===== config.mk =====
export PLATFORM = sky130hd
export DESIGN_NAME = cam_power_seq_flat
export DESIGN_NICKNAME = d
export VERILOG_FILES = /design/src/rtl/cam_pkg.sv /design/src/rtl/cam_power_seq_if.sv /design/src/rtl/cam_power_seq.sv /design/src/flat_wrapper.sv
export SDC_FILE = /design/constraint.sdc
export NUM_CORES = 1
export LEC_CHECK = 0
export CORE_AREA = 2 2 74 76
export CTS_CLUSTER_SIZE = 10
export DETAILED_ROUTE_END_ITERATION = 8
export DIE_AREA = 0 0 76 78
export SLEW_MARGIN = 40
export SYNTH_ARGS = -nofsm -noshare
export SYNTH_HDL_FRONTEND = slang
export SYNTH_SLANG_ARGS = --single-unit
export TNS_END_PERCENT = 5

===== constraint.sdc =====
create_clock -name clk_50 -period 4.1 [get_ports clk_50]
set_input_delay 0.82 -clock clk_50 [delete_from_list [all_inputs] [get_ports clk_50]]
set_output_delay 0.82 -clock clk_50 [all_outputs]
set_load 0.02 [all_outputs]

===== src/rtl/cam_pkg.sv =====
// Shared types for the camera power sequencer: state encoding, counter width and
// the per-state pin decode.
package cam_pkg;

  localparam int unsigned CntW = 24;

  typedef logic [CntW-1:0] cnt_t;

  typedef enum logic [2:0] {
    StOff       = 3'd0,
    StWakePwdn  = 3'd1,
    StWakeRst   = 3'd2,
    StOn        = 3'd3,
    StDownDrain = 3'd4,
    StDownRst   = 3'd5
  } state_e;

  typedef struct packed {
    logic pwdn;
    logic reset_n;
    logic en;
    logic busy;
  } pins_t;

  localparam pins_t PinsOff = '{pwdn: 1'b1, reset_n: 1'b0, en: 1'b0, busy: 1'b0};

  function automatic pins_t state_pins(state_e s);
    pins_t p;
    case (s)
      StWakePwdn:  p = '{pwdn: 1'b0, reset_n: 1'b0, en: 1'b0, busy: 1'b1};
      StWakeRst:   p = '{pwdn: 1'b0, reset_n: 1'b1, en: 1'b0, busy: 1'b1};
      StOn:        p = '{pwdn: 1'b0, reset_n: 1'b1, en: 1'b1, busy: 1'b0};
      StDownDrain: p = '{pwdn: 1'b0, reset_n: 1'b1, en: 1'b0, busy: 1'b1};
      StDownRst:   p = '{pwdn: 1'b0, reset_n: 1'b0, en: 1'b0, busy: 1'b1};
      default:     p = PinsOff;
    endcase
    return p;
  endfunction

endpackage


===== src/rtl/cam_power_seq_if.sv =====
// Request/status bundle between a power controller (master) and the camera
// power sequencer (slave).
interface cam_power_seq_if;
  logic pwr_up_req;
  logic pwr_dn_req;
  logic cam_pwdn;
  logic cam_reset_n;
  logic path_en;
  logic busy;
  logic done;

  modport master (
    output pwr_up_req,
    output pwr_dn_req,
    input  cam_pwdn,
    input  cam_reset_n,
    input  path_en,
    input  busy,
    input  done
  );

  modport slave (
    input  pwr_up_req,
    input  pwr_dn_req,
    output cam_pwdn,
    output cam_reset_n,
    output path_en,
    output busy,
    output done
  );
endinterface


===== src/rtl/cam_power_seq.sv =====
// Camera power-up/power-down sequencer: timed PWDN/RESET phases sharing one
// down-counter, with all pin outputs registered from the next state.
module cam_power_seq
  import cam_pkg::*;
#(
  parameter cnt_t T_SETTLE = 24'd5000,
  parameter cnt_t T_RST    = 24'd1000,
  parameter cnt_t T_DRAIN  = 24'd500
) (
  input  logic             clk_50,
  input  logic             rst_n,
  cam_power_seq_if.slave   bus
);

  state_e state_q, state_d;
  cnt_t   cnt_q, cnt_d;
  pins_t  pins_q, pins_d;
  logic   done_q, done_d;

  always_comb begin
    state_d = state_q;
    cnt_d   = cnt_q;
    unique case (state_q)
      StOff: begin
        if (bus.pwr_up_req) begin
          state_d = StWakePwdn;
          cnt_d   = T_SETTLE - cnt_t'(1);
        end
      end
      StWakePwdn: begin
        if (cnt_q == '0) begin
          state_d = StWakeRst;
          cnt_d   = T_RST - cnt_t'(1);
        end else begin
          cnt_d = cnt_q - cnt_t'(1);
        end
      end
      StWakeRst: begin
        if (cnt_q == '0) begin
          state_d = StOn;
        end else begin
          cnt_d = cnt_q - cnt_t'(1);
        end
      end
      StOn: begin
        if (bus.pwr_dn_req) begin
          state_d = StDownDrain;
          cnt_d   = T_DRAIN - cnt_t'(1);
        end
      end
      StDownDrain: begin
        if (cnt_q == '0) begin
          state_d = StDownRst;
          cnt_d   = T_RST - cnt_t'(1);
        end else begin
          cnt_d = cnt_q - cnt_t'(1);
        end
      end
      StDownRst: begin
        if (cnt_q == '0) begin
          state_d = StOff;
        end else begin
          cnt_d = cnt_q - cnt_t'(1);
        end
      end
      default: begin
        state_d = StOff;
        cnt_d   = '0;
      end
    endcase
  end

  // Decoding the next state lets the pins change on the same edge as the state.
  always_comb begin
    pins_d = state_pins(state_d);
    done_d = (state_d != state_q) && ((state_d == StOn) || (state_d == StOff));
  end

  always_ff @(posedge clk_50 or negedge rst_n) begin
    if (!rst_n) begin
      state_q <= StOff;
      cnt_q   <= '0;
      pins_q  <= PinsOff;
      done_q  <= 1'b0;
    end else begin
      state_q <= state_d;
      cnt_q   <= cnt_d;
      pins_q  <= pins_d;
      done_q  <= done_d;
    end
  end

  assign bus.cam_pwdn    = pins_q.pwdn;
  assign bus.cam_reset_n = pins_q.reset_n;
  assign bus.path_en     = pins_q.en;
  assign bus.busy        = pins_q.busy;
  assign bus.done        = done_q;

endmodule


===== src/flat_wrapper.sv =====
// flat-port wrapper written by rule: the top's interface ports become plain ports
module cam_power_seq_flat import cam_pkg::*;
#(
  parameter cnt_t T_SETTLE = 24'd5000,
  parameter cnt_t T_RST    = 24'd1000,
  parameter cnt_t T_DRAIN  = 24'd500
)
  (clk_50, rst_n, bus_pwr_up_req, bus_pwr_dn_req, bus_cam_pwdn, bus_cam_reset_n, bus_path_en, bus_busy, bus_done);
  cam_power_seq_if bus_i ();
  input  logic clk_50;
  input  logic rst_n;
  input wire logic [$bits(bus_i.pwr_up_req)-1:0] bus_pwr_up_req;
  input wire logic [$bits(bus_i.pwr_dn_req)-1:0] bus_pwr_dn_req;
  output wire logic [$bits(bus_i.cam_pwdn)-1:0] bus_cam_pwdn;
  output wire logic [$bits(bus_i.cam_reset_n)-1:0] bus_cam_reset_n;
  output wire logic [$bits(bus_i.path_en)-1:0] bus_path_en;
  output wire logic [$bits(bus_i.busy)-1:0] bus_busy;
  output wire logic [$bits(bus_i.done)-1:0] bus_done;
  assign bus_i.pwr_up_req = bus_pwr_up_req;
  assign bus_i.pwr_dn_req = bus_pwr_dn_req;
  assign bus_cam_pwdn = bus_i.cam_pwdn;
  assign bus_cam_reset_n = bus_i.cam_reset_n;
  assign bus_path_en = bus_i.path_en;
  assign bus_busy = bus_i.busy;
  assign bus_done = bus_i.done;
  cam_power_seq #(.T_SETTLE(T_SETTLE), .T_RST(T_RST), .T_DRAIN(T_DRAIN)) u_core (.clk_50(clk_50), .rst_n(rst_n), .bus(bus_i));
endmodule

==> flow_metrics.tcl <==
set metrics [dict create \
    synth_edf_count 0 \
    io_pins 9 \
    synth_area_leaders "dfrtp_1, nor2_1, nand2_1" \
    hold_start "u_core.cnt_q[17]" \
    hold_viol 0 \
    grt_pass1_vias 1581 \
    outcome "finished, final reports clean" \
    routabilityCongestion 0.8010 \
    power_leakage_nw 0.9676 \
    cts.repair.resized 0 \
    crit_buf_inv 1 \
    overflow 0 \
    fin_skew_ns 0.005296 \
    final_max_slew_viol_count 0 \
    dpl.hpwl_mm 2.971 \
    via_per_inst 5.468 \
    yosysWarnings 0 \
    endpoint_kind "register" \
    cts_tree "done" \
    async_flop_share_pct 100.0 \
    drive_above_1_share_pct 10.04 \
    via_count 1635 \
    avgSynthCellArea_sq_um 9.011 \
    synthDistinctLibCells 58 \
    drt-total-wl_mm 4.286 \
    floorplan.initialDensity_pct 39.85 \
    startpoint_type "register" \
    finalPower_mw 1.150 \
    grt_max_degree 33 \
    clockBufferDepth 2 \
    clock_latency_ns 0.28 \
    startpoint "u_core.cnt_q[12]" \
    drtPass1Iterations 4 \
    cts_root_buffer "clkbuf_8" \
    min_path_type "reg2reg" \
    hold_buffers 0 \
    drc 0 \
    area_growth_pct 9.900 \
    cap_violations 0 \
    ys_seq_area_share_pct 39.91 \
    synth-seq-cells 32 \
    drtIter0Drc 83 \
    cp_top_family "simple AND/OR/NAND/NOR gates" \
    synth.most_common_cell "dfrtp_1" \
    max-slew-margin-rel_pct 54.95 \
    die_w_um 76 \
    grt_usage_pct 15.73 \
    netlist_area_sq_um 2009 \
    cp_slowest_cell "or4b_1" \
    max_stage_delay_ns 0.72 \
    yosysTopAreaCellShare_pct 38.61 \
    grt_pass1_wl_mm 7.590 \
    rrSetupSlack_ns 0.99 \
    critPathRequiredTime_ns 4.27 \
    setup-violations-final 0 \
    timing.fmax_ghz 0.3218 \
    antenna_found_initial 0 \
    chipHeight_um 78 \
    diodes 0 \
    portBuffers 8 \
    nets 233 \
    ant_nets 0 \
    die_area_sq_um 5928 \
    ys.flop_type "dfrtp_1" \
    fin_tns_setup_ns 0 \
    rsz0062_at_grt "no" \
    synthCells 223 \
    final_util_pct 43.80 \
    crit_arrival_ns 3.28 \
    critPathKind "reg2reg" \
    hold_ws_ns 0.5007 \
    worstMarginPinSlew_ns 0.6757 \
    clock_sinks 32 \
    synth_commonest_cells "dfrtp_1, nor2_1, nand2_1" \
    synth_area_leader_cell "dfrtp_1" \
    ir_drop_v 0.0002641 \
    worstReg2RegStart "u_core.cnt_q[12]" \
    min_period_ns 3.108 \
    core_area_sq_um 5042 \
    cts.clk_slew.worst_paths_ns 0.07 \
    wl_per_cell_um 14.33 \
    cp_cell_sequence "or4_4 > or4b_1 > o31ai_4 > buf_4 > or2_2 > a21oi_1 > a21o_1" \
    period_share_pct 75.80 \
    dp_slack_ns 0.9972 \
    setup_slack_ns 0.9921 \
    timing.critical_path.fanout_max 16 \
    htree_num_levels 2 \
    syn_nets 228 \
    cts_inserted_buffers 5 \
    rows 26 \
    cts_setup_buffers 0 \
    p_per_area_nw_per_um2 520.7 \
]
-- final timing paths --
path,cells after the start,to
max,7,u_core.cnt_q[11]
min,1,u_core.cnt_q[17]
max reg2reg,7,u_core.cnt_q[11]
min reg2reg,1,u_core.cnt_q[17]
max in group asynchronous,2,u_core.bus.cam_pwdn
min in group asynchronous,2,u_core.cnt_q[13]
-- logic make-up (layout without fill, tap and decap cells) --
family / count (synthesis) / count (layout) / share of synthesized area [%]
simple gates: 95 / 95 / 24.41
buf+inv: 19 / 25 / 5.355
flops: 32 / 32 / 39.91
mux: 4 / 4 / 2.179
xor+xnor: 12 / 12 / 5.230
fa+ha+maj: 1 / 1 / 0.6226
compound gates: 60 / 60 / 22.29
-- report_power, final --
| part | leakage [nW] | switching (mW) | internal [mW] |
|---|---|---|---|
| sequential | 0.405 | 0.103 | 0.383 |
| clock | 0.0422 | 0.111 | 0.119 |
| combinational | 0.520 | 0.230 | 0.204 |
-- final cells by class --
cell class | count | area, sq um
inverters | 5 | 18.77
clock buffers | 7 | 76.32
repair buffers | 12 | 110.1
flip-flops and latches | 32 | 802.0
fillers | 504 | 2834
multi-input cells | 172 | 1109
clock inverters | 1 | 5.005
well taps | 70 | 87.58
-- metal layers --
layer  share of wire [%]  global-route usage (%)
met5                   0                       0
met4                 1.0                   5.818
met3                 3.7                   2.558
met2                  45                   23.21
met1                  51                   23.13
-- per-stage QoR --
| step | cell area (sq um) | cells |
|---|---|---|
| after detailed placement | 2127 | 291 |
| after global placement | 2127 | 291 |
| after global routing | 2208 | 299 |
| after CTS | 2208 | 299 |
| final | 2208 | 299 |
| after floorplan | 2009 | 223 |
-- sequential cells by signal (all words and copies together), names as in the netlist --
| signal | flops |
|---|---|
| u_core.bus.path_en | 1 |
| u_core.bus.busy | 1 |
| u_core.bus.cam_reset_n | 1 |
| u_core.cnt_q | 24 |
| u_core.bus.cam_pwdn | 1 |
| u_core.state_q | 3 |
| u_core.bus.done | 1 |
-- cells in the final DEF, fill, tap and decap left out, types with 6 or more instances in the layout --
| cell | n |
|---|---|
| dfrtp_1 | 31 |
| nor2_1 | 22 |
| nand2_1 | 21 |
| nor3_1 | 12 |
| a21oi_1 | 10 |
| o21ai_0 | 9 |
| clkdlybuf4s50_1 | 8 |
| a21o_1 | 7 |
| a22o_1 | 7 |
| xnor2_1 | 7 |
| or3_1 | 6 |
Note: power is estimated with default switching activity, not from simulation.
